<file path="src/rtl/apb_uart_sched.sv">
// Round-robin byte scheduler driving a UART through APB register writes.
// Configures the UART once after reset, then serves two requesters.
module apb_uart_sched #(
  parameter logic [1:0]  CFG_BAUD   = 2'b10,
  parameter logic [1:0]  CFG_PARITY = 2'b01,
  parameter logic [15:0] TIMEOUT    = 16'd4095
) (
  input  logic        clk,
  input  logic        reset,
  input  logic [1:0]  req,
  input  logic [7:0]  req_data0,
  input  logic [7:0]  req_data1,
  input  logic        apb_ready,
  input  logic        apb_error,
  input  logic        uart_tx_done,
  output logic        apb_en,
  output logic [1:0]  apb_sel,
  output logic [4:0]  apb_addr,
  output logic        apb_write,
  output logic [31:0] apb_wdata,
  output logic [1:0]  gnt,
  output logic        busy,
  output logic        err
);

  typedef enum logic [2:0] {
    CFG, IDLE, WR_DATA, WR_SEND, WAIT_DONE, ACK, ERR
  } state_t;

  state_t      state, state_n;
  logic [15:0] cnt;
  logic        last;
  logic        idx;
  logic [7:0]  data;
  logic        pick;
  logic        tmo_hit;

  // On contention the requester not served last wins.
  always_comb begin
    if (req == 2'b11) pick = ~last;
    else              pick = req[1];
  end

  assign tmo_hit = ({1'b0, cnt} + 17'd1) >= {1'b0, TIMEOUT};

  always_ff @(posedge clk) begin
    if (reset) begin
      state <= CFG;
      cnt   <= '0;
      last  <= 1'b1;
      idx   <= 1'b0;
      data  <= '0;
      err   <= 1'b0;
    end else begin
      state <= state_n;
      if (state == IDLE && req != 2'b00) begin
        idx  <= pick;
        data <= pick ? req_data1 : req_data0;
      end
      if (state == WAIT_DONE) cnt <= cnt + 16'd1;
      else                    cnt <= '0;
      if (state_n == ACK) last <= idx;
      if (state_n == ERR) err  <= 1'b1;
    end
  end

  always_comb begin
    state_n = state;
    unique case (state)
      CFG: begin
        if (apb_ready) state_n = apb_error ? ERR : IDLE;
      end
      IDLE: begin
        if (req != 2'b00) state_n = WR_DATA;
      end
      WR_DATA: begin
        if (apb_ready) state_n = apb_error ? ERR : WR_SEND;
      end
      WR_SEND: begin
        if (apb_ready) state_n = apb_error ? ERR : WAIT_DONE;
      end
      WAIT_DONE: begin
        if (uart_tx_done) state_n = ACK;
        else if (tmo_hit) state_n = ERR;
      end
      ACK:     state_n = IDLE;
      ERR:     state_n = IDLE;
      default: state_n = CFG;
    endcase
  end

  always_comb begin
    apb_en    = 1'b0;
    apb_sel   = 2'b00;
    apb_write = 1'b0;
    apb_addr  = 5'h00;
    apb_wdata = 32'h0;
    gnt       = 2'b00;
    busy      = (state != IDLE);
    unique case (state)
      CFG: begin
        apb_en    = 1'b1;
        apb_sel   = 2'b01;
        apb_write = 1'b1;
        apb_addr  = 5'h00;
        apb_wdata = {26'b0, CFG_PARITY, CFG_BAUD, 2'b00};
      end
      WR_DATA: begin
        apb_en    = 1'b1;
        apb_sel   = 2'b01;
        apb_write = 1'b1;
        apb_addr  = 5'h04;
        apb_wdata = {24'b0, data};
      end
      WR_SEND: begin
        apb_en    = 1'b1;
        apb_sel   = 2'b01;
        apb_write = 1'b1;
        apb_addr  = 5'h08;
        apb_wdata = 32'h1;
      end
      ACK:     gnt = idx ? 2'b10 : 2'b01;
      default: ;
    endcase
  end

endmodule

</file>
<file path="config.mk">
export PLATFORM = sky130hd
export DESIGN_NAME = apb_uart_sched
export DESIGN_NICKNAME = d
export VERILOG_FILES = /design/src/rtl/apb_uart_sched.sv
export SDC_FILE = /design/constraint.sdc
export NUM_CORES = 1
export LEC_CHECK = 0
export CAP_MARGIN = 20
export CELL_PAD_IN_SITES_DETAIL_PLACEMENT = 0
export CELL_PAD_IN_SITES_GLOBAL_PLACEMENT = 2
export CORE_MARGIN = 1.5
export CORE_UTILIZATION = 28
export CTS_CLUSTER_SIZE = 25
export DETAILED_ROUTE_END_ITERATION = 10
export PLACE_DENSITY_LB_ADDON = 0.1
export SYNTH_ARGS = -nofsm -noshare
export SYNTH_HDL_FRONTEND = slang
export SYNTH_SLANG_ARGS = --single-unit
export TNS_END_PERCENT = 100
</file>
<file path="constraint.sdc">
create_clock -name clk -period 4.6 [get_ports clk]
set_clock_uncertainty 0.05 [all_clocks]
set_input_delay 0.46 -clock clk [delete_from_list [all_inputs] [get_ports clk]]
set_output_delay 0.46 -clock clk [all_outputs]
set_load 0.05 [all_outputs]
</file>
After elaboration in Yosys (flattened, before gate mapping):

Index checks and enable logic that the tools add are counted.

* add/subtract/negate cells: 2
* $lt $le $gt $ge: 1
* equality and inequality tests: 10
* mux-type cells: 18
* bitwise logic cells: 2
* reduce and logical (&&, ||, !) cells: 6

Operator list (count)
* two-way mux 3 bit: 8
* case mux 8 bit (3 select lines): 1
* case mux 3 bit (6 select lines): 1
* adder 16 x 1 -> 17 bit, second input constant: 1
* greater-or-equal comparator 17 x 12 -> 1 bit, second input constant: 1
* adder 16 x 1 -> 16 bit, second input constant: 1
* == test 3 bit, second input constant: 5
* two-way mux 8 bit: 1
* case mux 4 bit (2 select lines): 1
* == test 3 x 2 -> 1 bit, second input constant: 2
* two-way mux 2 bit: 3
* OR reduction 2 bit: 2
* == test 3 x 1 -> 1 bit, second input constant: 1
* logical NOT 3 bit: 1
* two-way mux 1 bit: 3
* != test 3 x 1 -> 1 bit, second input constant: 1
* OR reduction 3 bit: 1
* == test 2 bit, second input constant: 1
* NOT 1 bit: 2
* nonzero test 2 bit: 1
* logical AND 1 bit: 1

* register bits after elaboration: 30
* input port bits: 23
* output and inout bits: 45

Depth between registers and ports, before layout:

Gate-level depths: netlist (run 1).

* depth after elaboration: 6
* mapped depth: 8
* mapped depth without buffers: 8

Worst setup path before layout (run 1):

OpenSTA, ideal clock, no wires.

* path type: register -> output
* start point: register state[0]
* end point: output gnt[0]
* data arrival time: 1.929 ns
* data required time: 4.090 ns
* setup slack: 2.161 ns
* cell stages (with the launch flop): 4
* cells stage by stage: dfxtp_1 buf_2 buf_1 nor3b_1

* word-level cells in the longest chain between the ends: 2

RTL lines
* start, declared: RTL line 30 `state_t state, state_n;`
* start signal, assigned: RTL line 55 `state <= state_n;`
* == test 3 bit: RTL line 100 `unique case (state)`
* two-way mux 2 bit: RTL line 100
* end, declared: RTL line 21 `output logic [1:0] gnt,`

Every way passes these cells.

Worst setup path in the final report (run 1):

* start point: register state[1]
* end point: output apb_write

* word-level cells in the longest chain between the ends: 3
* elaborated cells on any way between the ends: 5
* those cells by class: eq/ne: 2; mux: 1; reduce/logical: 2

RTL lines
* == test 3 x 2 -> 1 bit or logical NOT 3 bit (tied branches): RTL line 100
* OR reduction 3 bit (no line) (*)
* two-way mux 1 bit (*): RTL line 100
* end, declared: RTL line 19 `output logic apb_write,`

Every way passes the cells marked *; elsewhere a longest branch is shown, timed or not.

==> flow_metrics.tcl, run 1 <==
set metrics [dict create \
    status "finished, final reports clean" \
    synth_compound_area_frac 0.161 \
    ant_nets 0 \
    synthCells 248 \
    routed_wirelength_um 4720 \
    num_rows 31 \
    ys_ff_latch 30 \
    timing.hold.worst_endpoint "last$_SDFFE_PP1N_" \
    routed-wl-met3_um 186 \
    layout.nets 301 \
    synth-simple-area-share 0.268 \
    cts_root_buffer "clkbuf_8" \
    power_w 0.000758 \
    reg2reg_depth 7 \
    die_width_um 89.0 \
    fp.dieH_um 89.0 \
    holdPathStages 1 \
    synth_flop_cell "dfxtp_1" \
    tightest_slew_ns 1.00 \
    ctsHoldBuffers 0 \
    seq_area_frac_synth 0.290 \
    via_count 1705 \
    mostFrequentLayoutCell "clkdlybuf4s50_1" \
    final.setup.tns_ns 0 \
    slew_violations 0 \
    portBuffers 39 \
    cts_sinks 30 \
    yosys_warnings 0 \
    min_from "last$_SDFFE_PP1N_" \
    worstPathRequired_ns 4.09 \
    synth_edf_count 0 \
    n_fill_cell 775 \
    core_mm2 0.00721 \
    clkTransAtPathRegs_ns 0.06 \
    r2r_slack_ns 2.20 \
    power_density_mw_per_mm2 305 \
    drtIter0Drc 78 \
    start_util 0.287 \
    syn_avg_cell_area_um2 8.35 \
    cts_resized 0 \
    pre_cts_ws_ns 2.05 \
    ioPinCount 68 \
    synth_top_family_by_area "simple AND/OR/NAND/NOR gates" \
    synth_area_mm2 0.00207 \
    drive_above_1_share 0.0942 \
    async_flop_share 0 \
    hold_violations 0 \
    final-setup-viol-count 0 \
    hold_class "flip-flop to flip-flop" \
    wl_met1_um 2440 \
    multiInputGateArea_mm2 0.00124 \
    path_class "flip-flop to output port" \
    worstSetupEndpointType "output port" \
    cts_tree "built" \
    final_cell_mix "clkdlybuf4s50_1, nor2_1, dfxtp_1, conb_1, nand2_1" \
    timing.rr.start "cnt[0]$_SDFF_PP0_" \
    fin_util 0.345 \
    place_area_mm2 0.00237 \
    remaining_drc_errors 0 \
    antenna_found_initial 0 \
    cp_max_fo 13 \
    fin_area_mm2 0.00249 \
    grt.total_usage 0.127 \
    vdd_ir_drop_max_mv 0.112 \
    synth-xor-area-share 0.0507 \
    register_area_um2 601 \
    start_kind "flip-flop" \
    synth_cell_types 58 \
    drv_cap 0 \
    numCtsBuffers 5 \
    diodes 0 \
    insertion_delay_ns 0.28 \
    r2r_end "err$_SDFFE_PP0N_" \
    grt_max_degree 18 \
    grt.overflow.total 0 \
    met2_length_um 2030 \
    dr.pass1.iters 4 \
    areaGrowthSynthToFinish_pct 20.0 \
    arrival_ns 2.34 \
    grt_pass1_wl_um 7690 \
    fp.dieArea_mm2 0.00792 \
    p_leak_nw 0.871 \
    viasPerCell 4.55 \
    synth.area.mux_share 0.0489 \
    post_cts_buffers 0 \
    top_layer "met4" \
    max_slew_margin 0.330 \
    fin_crit_ns 2.85 \
    synth_adder_area_share 0.0181 \
    fmax_ghz 0.351 \
    layout_setup_ws_ns 1.75 \
    dpl.hpwl_um 3400 \
    h-tree-depth 2 \
    cts_max_path_buffers 2 \
    rsz0062_at_grt "no" \
    place.gp.congestion 0.674 \
    min_period_over_period 0.619 \
    grt_pass1_vias 1490 \
    post_drt_wl_per_cell_um 12.6 \
]
-- cells in the mapped netlist (3+ instances only) --
cell type	count	area, um^2
and3_1	7	43.8
buf_4	33	248
a211oi_1	11	82.6
nand3b_1	3	22.5
xor2_1	7	61.3
a21oi_1	8	40.0
nand4_1	4	25.0
inv_1	4	15.0
ha_1	3	37.5
o21a_1	3	22.5
nor2_1	35	131
o21ai_0	6	30.0
nor3_1	4	20.0
nand2_1	12	45.0
dfxtp_1	30	601
nand3_1	9	45.0
mux2i_1	9	90.1
or3_1	3	18.8
xnor2_1	5	43.8
clkbuf_1	7	26.3
-- through the flow --
stage,std cells,hold WS (ns)
5_1_grt,375,0.460
3_5_place_dp,366,0.427
2_1_floorplan,275,0.380
6_report,375,0.430
4_1_cts,374,0.446
3_3_place_gp,366,0.431
-- cell families (layout without fill, tap and decap cells) --
kind of cell,count (synthesis),after routing
and+or+nand+nor,96,96
buffers and inverters,51,52
AOI/OAI and AO/OA,45,45
DFF,30,30
xor gates and xnor gates,12,12
muxes,10,10
adders and majority gates,3,3
other,1,28
-- final cells by class --
| class | instances | share of cell area |
|---|---|---|
| Inverter | 4 | 0.00604 |
| Clock buffer | 8 | 0.0443 |
| Tap cell | 99 | 0.0498 |
| Sequential cell | 30 | 0.242 |
| Multi-Input combinational cell | 194 | 0.498 |
| Timing Repair Buffer | 40 | 0.160 |
-- where the power goes --
group          switching [W]  internal [W]  total (W)
logic               0.000144     0.0000668   0.000211
registers          0.0000182      0.000271   0.000289
clock network       0.000107      0.000151   0.000258
-- worst max-delay path by stage --
stage,depth (start not counted),end,start
after floorplan,3,gnt[0],state[0]$_SDFF_PP0_
after global placement,4,gnt[0],state[1]$_SDFF_PP0_
after detailed placement,3,apb_sel[0],state[1]$_SDFF_PP0_
after CTS,3,apb_sel[0],state[1]$_SDFF_PP0_
after global routing,3,apb_sel[0],state[1]$_SDFF_PP0_
final,3,apb_write,state[1]$_SDFF_PP0_
-- worst max-delay path, cell delays in order (launching register included) --
cell	delay, ns
dfxtp_1	0.64
inv_1	0.27
a21oi_1	0.29
clkdlybuf4s50_1	0.85
-- state kept, by name, indices dropped and copies added, names as in the netlist --
name   count
state      3
last       1
data       8
cnt       16
idx        1
err        1
-- layer usage --
layer  vias to the layer above  track usage
met2                        39        0.196
met1                       778        0.177
li1                        881            -
met5                         -            0
met3                         7       0.0342
met4                         0       0.0336
Power figures use the tool's default switching activity.
==> run 2: changes to the inputs <==
--- a/config.mk
+++ b/config.mk
@@ -9,7 +9,7 @@
 export CELL_PAD_IN_SITES_DETAIL_PLACEMENT = 0
 export CELL_PAD_IN_SITES_GLOBAL_PLACEMENT = 2
 export CORE_MARGIN = 1.5
-export CORE_UTILIZATION = 28
+export CORE_UTILIZATION = 23
 export CTS_CLUSTER_SIZE = 25
 export DETAILED_ROUTE_END_ITERATION = 10
 export PLACE_DENSITY_LB_ADDON = 0.1
==> constraint.sdc (replaced) <==
create_clock -name clk -period 2.5 [get_ports clk]
set_clock_uncertainty 0.05 [all_clocks]
set_input_delay 0.25 -clock clk [delete_from_list [all_inputs] [get_ports clk]]
set_output_delay 0.25 -clock clk [all_outputs]
set_load 0.05 [all_outputs]
==> run 2 against run 1 <==
Sequential power is 82% higher; global-route usage is 1.7 points lower; register-to-register slack worse by 2.0 ns; via count is 1.4% higher; largest cell class unchanged; first-iteration DRC count is 32% lower; largest power group unchanged; non-clock buffer count is 7 higher; core utilization is 5.8 points lower; clock power is 61% higher; design area is 0.60% higher; sequential cell count stayed put.
==> flow_metrics.tcl, run 2 (same netlist as run 1, synthesis figures left out) <==
set metrics [dict create \
    reg_top3 "cnt (16), data (8), state (3)" \
    die_width_um 97.9 \
    drive_above_1_share 0.163 \
    dr.pass1.iters 4 \
    power_density_mw_per_mm2 535 \
    largest_reg_flops 16 \
    via_count 1729 \
    grt.total_usage 0.110 \
    viasPerCell 4.42 \
    layout.nets 308 \
    worstSetupEndpointType "output port" \
    numCtsBuffers 5 \
    grt_max_degree 17 \
    n_fill_cell 978 \
    max_slew_margin 0.573 \
    worstPathRequired_ns 2.20 \
    final_cells 391 \
    path_class "flip-flop to output port" \
    diodes 0 \
    fp.dieArea_mm2 0.00959 \
    portBuffers 39 \
    fin_util 0.287 \
    pre_cts_ws_ns 0.161 \
    fp.dieH_um 97.9 \
    h-tree-depth 2 \
    antenna_found_initial 0 \
    p_leak_nw 0.914 \
    final_cell_mix "nor2_1, dfxtp_1, conb_1, clkdlybuf4s50_1, buf_4" \
    drtIter0Drc 53 \
    swShare 0.370 \
    core_mm2 0.00872 \
    min_period_over_period 0.934 \
    areaGrowthSynthToFinish_pct 20.7 \
    mostFrequentLayoutCell "nor2_1" \
    final-setup-viol-count 0 \
    place.gp.congestion 0.710 \
    drv_cap 0 \
    fmax_ghz 0.428 \
    clkTransAtPathRegs_ns 0.07 \
    slew_violations 0 \
    routed_wirelength_um 5030 \
    tightest_slew_ns 0.640 \
    grt.overflow.total 0 \
    ioPinCount 68 \
    layout_setup_ws_ns 0.165 \
    p_seq_frac 0.393 \
    p_sw_w 0.000496 \
    p_clk_frac 0.310 \
    dp.cells 383 \
    arrival_ns 2.03 \
    power_frac_comb 0.297 \
    fin_crit_ns 2.33 \
    vdd_ir_drop_max_mv 0.183 \
    rsz0062_at_grt "no" \
    cts_max_path_buffers 2 \
    start_kind "flip-flop" \
    cp_max_fo 15 \
    grt_pass1_vias 1693 \
    start_util 0.238 \
    post_cts_buffers 0 \
    grt_pass1_wl_um 8590 \
    dpl.hpwl_um 3720 \
    final.setup.tns_ns 0 \
    status "finished, final reports clean" \
    post_drt_wl_per_cell_um 12.9 \
    hold_violations 0 \
    hold_class "flip-flop to flip-flop" \
    cts_tree "built" \
    cts_root_buffer "clkbuf_8" \
    internal-power_w 0.000843 \
    num_rows 34 \
    insertion_delay_ns 0.28 \
    remaining_drc_errors 0 \
    max_flop_register "cnt" \
    ant_nets 0 \
    cts_sinks 30 \
]
==> run 2: worst paths after layout <==
| check | startpoint | end | slack (ns) | cells after the start |
|---|---|---|---|---|
| worst min-delay path | last$_SDFFE_PP1N_ | last$_SDFFE_PP1N_ | 0.43 | 1 |
| worst min register to register | last$_SDFFE_PP1N_ | last$_SDFFE_PP1N_ | 0.43 | 1 |
| worst max-delay path | state[2]$_SDFF_PP0_ | busy | 0.17 | 2 |
| worst max register to register | cnt[0]$_SDFF_PP0_ | err$_SDFFE_PP0N_ | 0.25 | 7 |
==> run 2: metrics by stage <==
stage | power (W) | instance area [um^2] | hold slack (ns)
6_report | 0.00134 | 2500 | 0.428
3_3_place_gp | 0.000939 | 2410 | 0.420
5_1_grt | 0.00142 | 2500 | 0.455
3_5_place_dp | 0.000938 | 2410 | 0.408
4_1_cts | 0.00137 | 2500 | 0.431
2_1_floorplan | 0.000864 | 2170 | 0.273
==> run 2: what timing repair did <==
| action | CTS | global route |
|---|---|---|
| endpoints found under the setup margin | 0 | 1 |
| resized for setup | 0 | 1 |
| hold buffers | 0 | 0 |
==> run 2: area by class of cell <==
type,count,area (um^2),area share
Multi-Input combinational cell,194,1240,0.496
Clock buffer,7,86.3,0.0345
Inverter,4,15.0,0.00600
Clock inverter,1,5.00,0.00200
Tap cell,108,135,0.0540
Sequential cell,30,601,0.240
Timing Repair Buffer,47,418,0.167
==> run 2: critical path, stage by stage, from the launching register on <==
cell and delay (ns):
dfxtp_1 0.66, nand3b_1 0.25, clkdlybuf4s50_1 0.84
==> run 2: power by group through the flow <==
stage | combinational (W) | sequential (W) | clock [W]
CTS | 0.000402 | 0.000526 | 0.000438
finish | 0.000398 | 0.000526 | 0.000415
detailed placement | 0.000401 | 0.000537 | 0
global placement | 0.000402 | 0.000537 | 0
global route | 0.000425 | 0.000530 | 0.000461
floorplan | 0.000337 | 0.000527 | 0
==> run 2: per-layer routing <==
metal | part of all wire | wire [um] | global-route usage | vias to the layer above
met5 | 0 | 0 | 0 | -
met4 | 0.0093 | 47 | 0.0330 | 0
met3 | 0.056 | 282 | 0.0322 | 5
met2 | 0.45 | 2240 | 0.175 | 48
met1 | 0.49 | 2460 | 0.145 | 789
li1 | - | - | - | 887
==> run 3: changes to the inputs <==
--- a/config.mk
+++ b/config.mk
@@ -5,6 +5,7 @@
 export SDC_FILE = /design/constraint.sdc
 export NUM_CORES = 1
 export LEC_CHECK = 0
+export ABC_CLOCK_PERIOD_IN_PS = 2500
 export CAP_MARGIN = 20
 export CELL_PAD_IN_SITES_DETAIL_PLACEMENT = 0
 export CELL_PAD_IN_SITES_GLOBAL_PLACEMENT = 2
==> results of run 3 <==
The final DEF is identical to that of run 2; final timing and power are the same.
==> RTL edit 1 (config.mk and constraints of run 3) <==
The 7 states of `state_t` get a one-hot encoding in 7 bits.
--- a/src/rtl/apb_uart_sched.sv
+++ b/src/rtl/apb_uart_sched.sv
@@ -23,8 +23,8 @@
   output logic        err
 );
 
-  typedef enum logic [2:0] {
-    CFG, IDLE, WR_DATA, WR_SEND, WAIT_DONE, ACK, ERR
+  typedef enum logic [6:0] {
+    CFG = 7'b0000001, IDLE = 7'b0000010, WR_DATA = 7'b0000100, WR_SEND = 7'b0001000, WAIT_DONE = 7'b0010000, ACK = 7'b0100000, ERR = 7'b1000000
   } state_t;
 
   state_t      state, state_n;
Formal check against the unedited RTL: no difference found for any inputs over 10 cycles, from zero or initial values and one cycle with reset high; not proved beyond that.
==> RTL edit 1 against run 3 <==
Critical path depth up 3. Count of clock-buffer cells in the layout unchanged. Cell area up 11%. Combinational power up 4%. Clock power up 5%. Critical endpoint is now apb_wdata[2]. Total power up 5.3%. Routed wire length up 6.3%. Sequential share of layout area up 0.55 points. Worst setup slack better by 0.019 ns. Final cell count up 7.4%. Sequential cell count up 4. Synthesized area up 2.7%.
==> RTL edit 1: results (changes against run 3) <==
async_reset_ff_frac: 0  # unchanged
crit_path_top_delay_cell: "nor3b_4"
vias: 1853  # +7.2%
hp-start: "err$_SDFFE_PP0N_"
cts_setup_buffers: 0  # unchanged
hold_path_class: "reg -> reg"
slowest_delay_ns: 0.41  # -0.43 ns
clkLatencyLatePin_ns: 0.28  # about the same
synth_edf_count: 0  # unchanged
vdd_drop_max_mv: 0.167  # -8.9%
drive_gt1_frac: 0.141  # -0.0215
p_leak_uw: 0.00110  # +20%
grtUsageTotal: 0.114  # +0.00356
multi_input_area_um2: 1260  # +1.4%
yosys.area.top_type: "dfxtp_1"
yosys-top-cells-area: "dfxtp_1 (32%), buf_4 (11%), nor2_1 (8.3%)"
pre_cts_slack_ns: 0.279  # +0.118 ns
path_max_fanout: 8  # -7
routedWlPerCell_um: 12.7  # -1.1%
drt_iter0_markers: 45  # -15%
ys_seq_area_frac: 0.320  # +0.0300
path_delay_family: "simple AND/OR/NAND/NOR gates"
grt_pass1_wl_mm: 8.89  # +3.5%
tightest_slew_ns: 0.672  # +0.0319 ns
gp_congestion: 0.781  # +10%
netlist_top_cells_count: "nor2_1 (47), dfxtp_1 (34), buf_4 (32)"
clockBufferDepth: 2  # unchanged
num_antenna_cells: 0  # unchanged
nNetsFinal: 336  # +9.1%
yosys_warnings: 0  # unchanged
timing.rr.start: "cnt[5]$_SDFF_PP0_"
clkTransAtPathRegs_ns: 0.07  # about the same
grt_max_degree: 19  # +2
reg.largest.list: "cnt x16, data x8, state x7"
synth_cell_types: 45  # -22%
crit_start: "state[1]$_SDFF_PP0_"
fill_cells: 963  # -1.5%
grt_pass1_vias: 1751  # +3.4%
port_buffers: 39  # unchanged
dpl.hpwl_mm: 4.14  # +11%
status: "finished, final reports clean"
-- RTL edit 1: changes by cell type in the layout (fill, tap and decap cells not counted), moves of 4 or more --
cell and delta:
a211oi_1 -11, xnor2_1 +6, and2_1 +6, a21oi_1 +9
buf_12 +10, a21o_1 +4, dfxtp_1 +4, and3_1 -5
inv_1 +4, nor2_1 +12
-- RTL edit 1: power breakdown --
group	switching, uW	internal, uW
Clock	212	223
Sequential	8.76	552
Combinational	275	141
Total	495	915
-- RTL edit 1: tightest hold or removal path, cell delays in order, from the launching register on --
cell,delay (ns)
dfxtp_1,0.33
nand2_1,0.04
o311ai_0,0.07
-- RTL edit 1: area by class of cell --
cell class,count,share of cell area
well taps,108,0.0488
multi-input cells,210,0.454
clock buffers,7,0.0312
inverters,8,0.0108
clock inverters,1,0.00181
repair buffers,52,0.208
flip-flops and latches,34,0.246
-- RTL edit 1: stage by stage --
stage | area, um2 | std cells | utilization | total power [uW] | hold WS (ns)
after floorplan | 2240 | 293 | - | 880 | 0.269
after global placement | 2670 | 412 | 0.302 | 991 | 0.410
after detailed placement | 2670 | 412 | 0.302 | 990 | 0.419
after CTS | 2770 | 420 | 0.313 | 1440 | 0.441
after global routing | 2770 | 420 | 0.313 | 1490 | 0.465
final | 2770 | 420 | 0.313 | 1410 | 0.425
-- RTL edit 1: cell families (layout without fill, tap and decap cells) --
logic type                 after synthesis  in the layout  share of synthesized area
adders and majority gates                2              2                     0.0118
buffers and inverters                   49             68                      0.145
DFF                                     34             34                      0.320
AOI/OAI and AO/OA                       44             44                      0.129
other                                    1             28                    0.00176
xor gates and xnor gates                17             17                     0.0700
and+or+nand+nor                        107            107                      0.266
muxes                                   12             12                     0.0576
-- RTL edit 1: worst paths after layout --
path         cells after the start  slack, ns                  end
min                              2       0.43     err$_SDFFE_PP0N_
max reg2reg                      6       0.28  state[0]$_SDFF_PP1_
max                              5       0.18         apb_wdata[2]
min reg2reg                      2       0.43     err$_SDFFE_PP0N_
-- RTL edit 1: routing by layer --
metal  vias up  track usage  part of all wire
li1        943            -                 -
met1       858        0.143              0.47
met2        46        0.197              0.48
met3         6       0.0253             0.037
met4         0       0.0293             0.016
met5         -            0                 0
-- RTL edit 1: repair_timing --
action                     in CTS  in global routing
pin swaps                       0                  1
setup endpoints to repair       6                  5
gates resized for setup         1                  0
==> RTL edit 2 (config.mk and constraints of run 3) <==
Without the edit above. Set the parameter `CFG_PARITY` to 2'b00 (it was 2'b01).
--- a/src/rtl/apb_uart_sched.sv
+++ b/src/rtl/apb_uart_sched.sv
@@ -2,7 +2,7 @@
 // Configures the UART once after reset, then serves two requesters.
 module apb_uart_sched #(
   parameter logic [1:0]  CFG_BAUD   = 2'b10,
-  parameter logic [1:0]  CFG_PARITY = 2'b01,
+  parameter logic [1:0]  CFG_PARITY = 2'b00,
   parameter logic [15:0] TIMEOUT    = 16'd4095
 ) (
   input  logic        clk,
Behaviour: not the same (Yosys sat finds a counterexample within 4 cycles, from zero or initial values and one cycle with reset high).
==> RTL edit 2 against run 3 <==
Routed wire length down 9.1%. Maximum frequency up 3.1%. Worst setup slack better by 0.071 ns. Critical endpoint is now apb_sel[0]. Sequential share of layout area up 0.97 points. Critical path depth up 1. Synthesized area down 8.9%. Largest power group unchanged. Cell area down 3.9%. Sequential cell count unchanged. Total power down 5.6%.
==> RTL edit 2: results (changes against run 3) <==
synth_compound_area_frac: 0.124  # -0.0373
synth_mux_area_frac: 0.0477  # -0.00120
drive_gt1_frac: 0.131  # -0.0313
tightest_slew_ns: 0.540  # -0.0996 ns
pre_cts_slack_ns: 0.153  # -0.00891 ns
routedWlPerCell_um: 11.9  # -7.4%
gp_congestion: 0.732  # +3.1%
synth-adder-area-share: 0.0199  # +0.00176
grt_pass1_wl_mm: 7.38  # -14%
grtUsageTotal: 0.109  # -0.00148
dr.pass1.iters: 5  # +1
synth-xor-area-share: 0.0603  # +0.00958
vdd_drop_max_mv: 0.175  # -4.5%
drt_iter0_markers: 19  # -64%
fill_cells: 922  # -5.7%
hold-path-cell-count: 2  # +1
nNetsFinal: 307  # -0.32%
p_leak_uw: 0.000908  # -0.59%
dpl.hpwl_mm: 3.60  # -3.2%
grt_pass1_vias: 1542  # -8.9%
status: "finished, final reports clean"
synth_cell_types: 46  # -21%
cp.arrival_ns: 1.96  # -0.07 ns
netlist_top_cells_count: "nor2_1 (37), buf_4 (30), dfxtp_1 (30)"
path_max_fanout: 11  # -4
-- RTL edit 2: cell count changes after synthesis, sizes merged, moves of 3 or more --
cell / run 3 / this run
a211oi: 12 / 9
a21oi: 8 / 5
and2: 1 / 6
and3: 7 / 4
buf: 37 / 34
inv: 4 / 7
nand3: 9 / 14
o21a: 3 / 0
xnor2: 5 / 10
xor2: 7 / 3
-- RTL edit 2: worst max-delay path, cell delays in order, from the launching register on --
cell and delay, ns:
dfxtp_1 0.53, nor2_1 0.15, nor2_1 0.17, clkdlybuf4s50_1 0.83
-- RTL edit 2: worst paths after layout --
| check | startpoint | endpoint | slack, ns |
|---|---|---|---|
| max reg2reg | cnt[0]$_SDFF_PP0_ | err$_SDFFE_PP0N_ | 0.32 |
| max | state[1]$_SDFF_PP0_ | apb_sel[0] | 0.24 |
| min reg2reg | last$_SDFFE_PP1N_ | last$_SDFFE_PP1N_ | 0.43 |
| min | last$_SDFFE_PP1N_ | last$_SDFFE_PP1N_ | 0.43 |
-- RTL edit 2: report_power, final --
| part | switching, uW | internal, uW |
|---|---|---|
| sequential | 17.4 | 497 |
| combinational | 239 | 106 |
| clock | 182 | 222 |
| total | 439 | 825 |
-- RTL edit 2: metal layers --
layer | share of wire | global-route usage | vias up
met5 | 0 | 0 | -
met4 | 0.0055 | 0.0299 | 0
met3 | 0.060 | 0.0398 | 2
met2 | 0.47 | 0.179 | 47
met1 | 0.46 | 0.133 | 735
li1 | - | - | 849
-- RTL edit 2: logic make-up (layout without fill, tap and decap cells) --
| family | count (synthesis) | after routing |
|---|---|---|
| AO/OA/AOI/OAI | 33 | 33 |
| XOR/XNOR | 13 | 13 |
| adder cells (fa/ha/maj) | 3 | 3 |
| buffers and inverters | 48 | 67 |
| flip-flops | 30 | 30 |
| multiplexers | 9 | 9 |
| other | 1 | 28 |
| AND/OR/NAND/NOR | 99 | 99 |
-- RTL edit 2: final cells by class --
class	count	area share
multi-input combinational	185	0.454
sequential	30	0.250
clock inverter	1	0.00208
inverter	7	0.0109
timing repair buffer	52	0.194
tap	102	0.0531
clock buffer	7	0.0359
-- RTL edit 2: stage by stage --
step                cell area [um2]  utilization  cells
finish                         2400        0.306    384
global route                   2400        0.306    384
CTS                            2400        0.306    384
detailed placement             2310        0.295    376
global placement               2310        0.295    376
floorplan                      1990            -    263
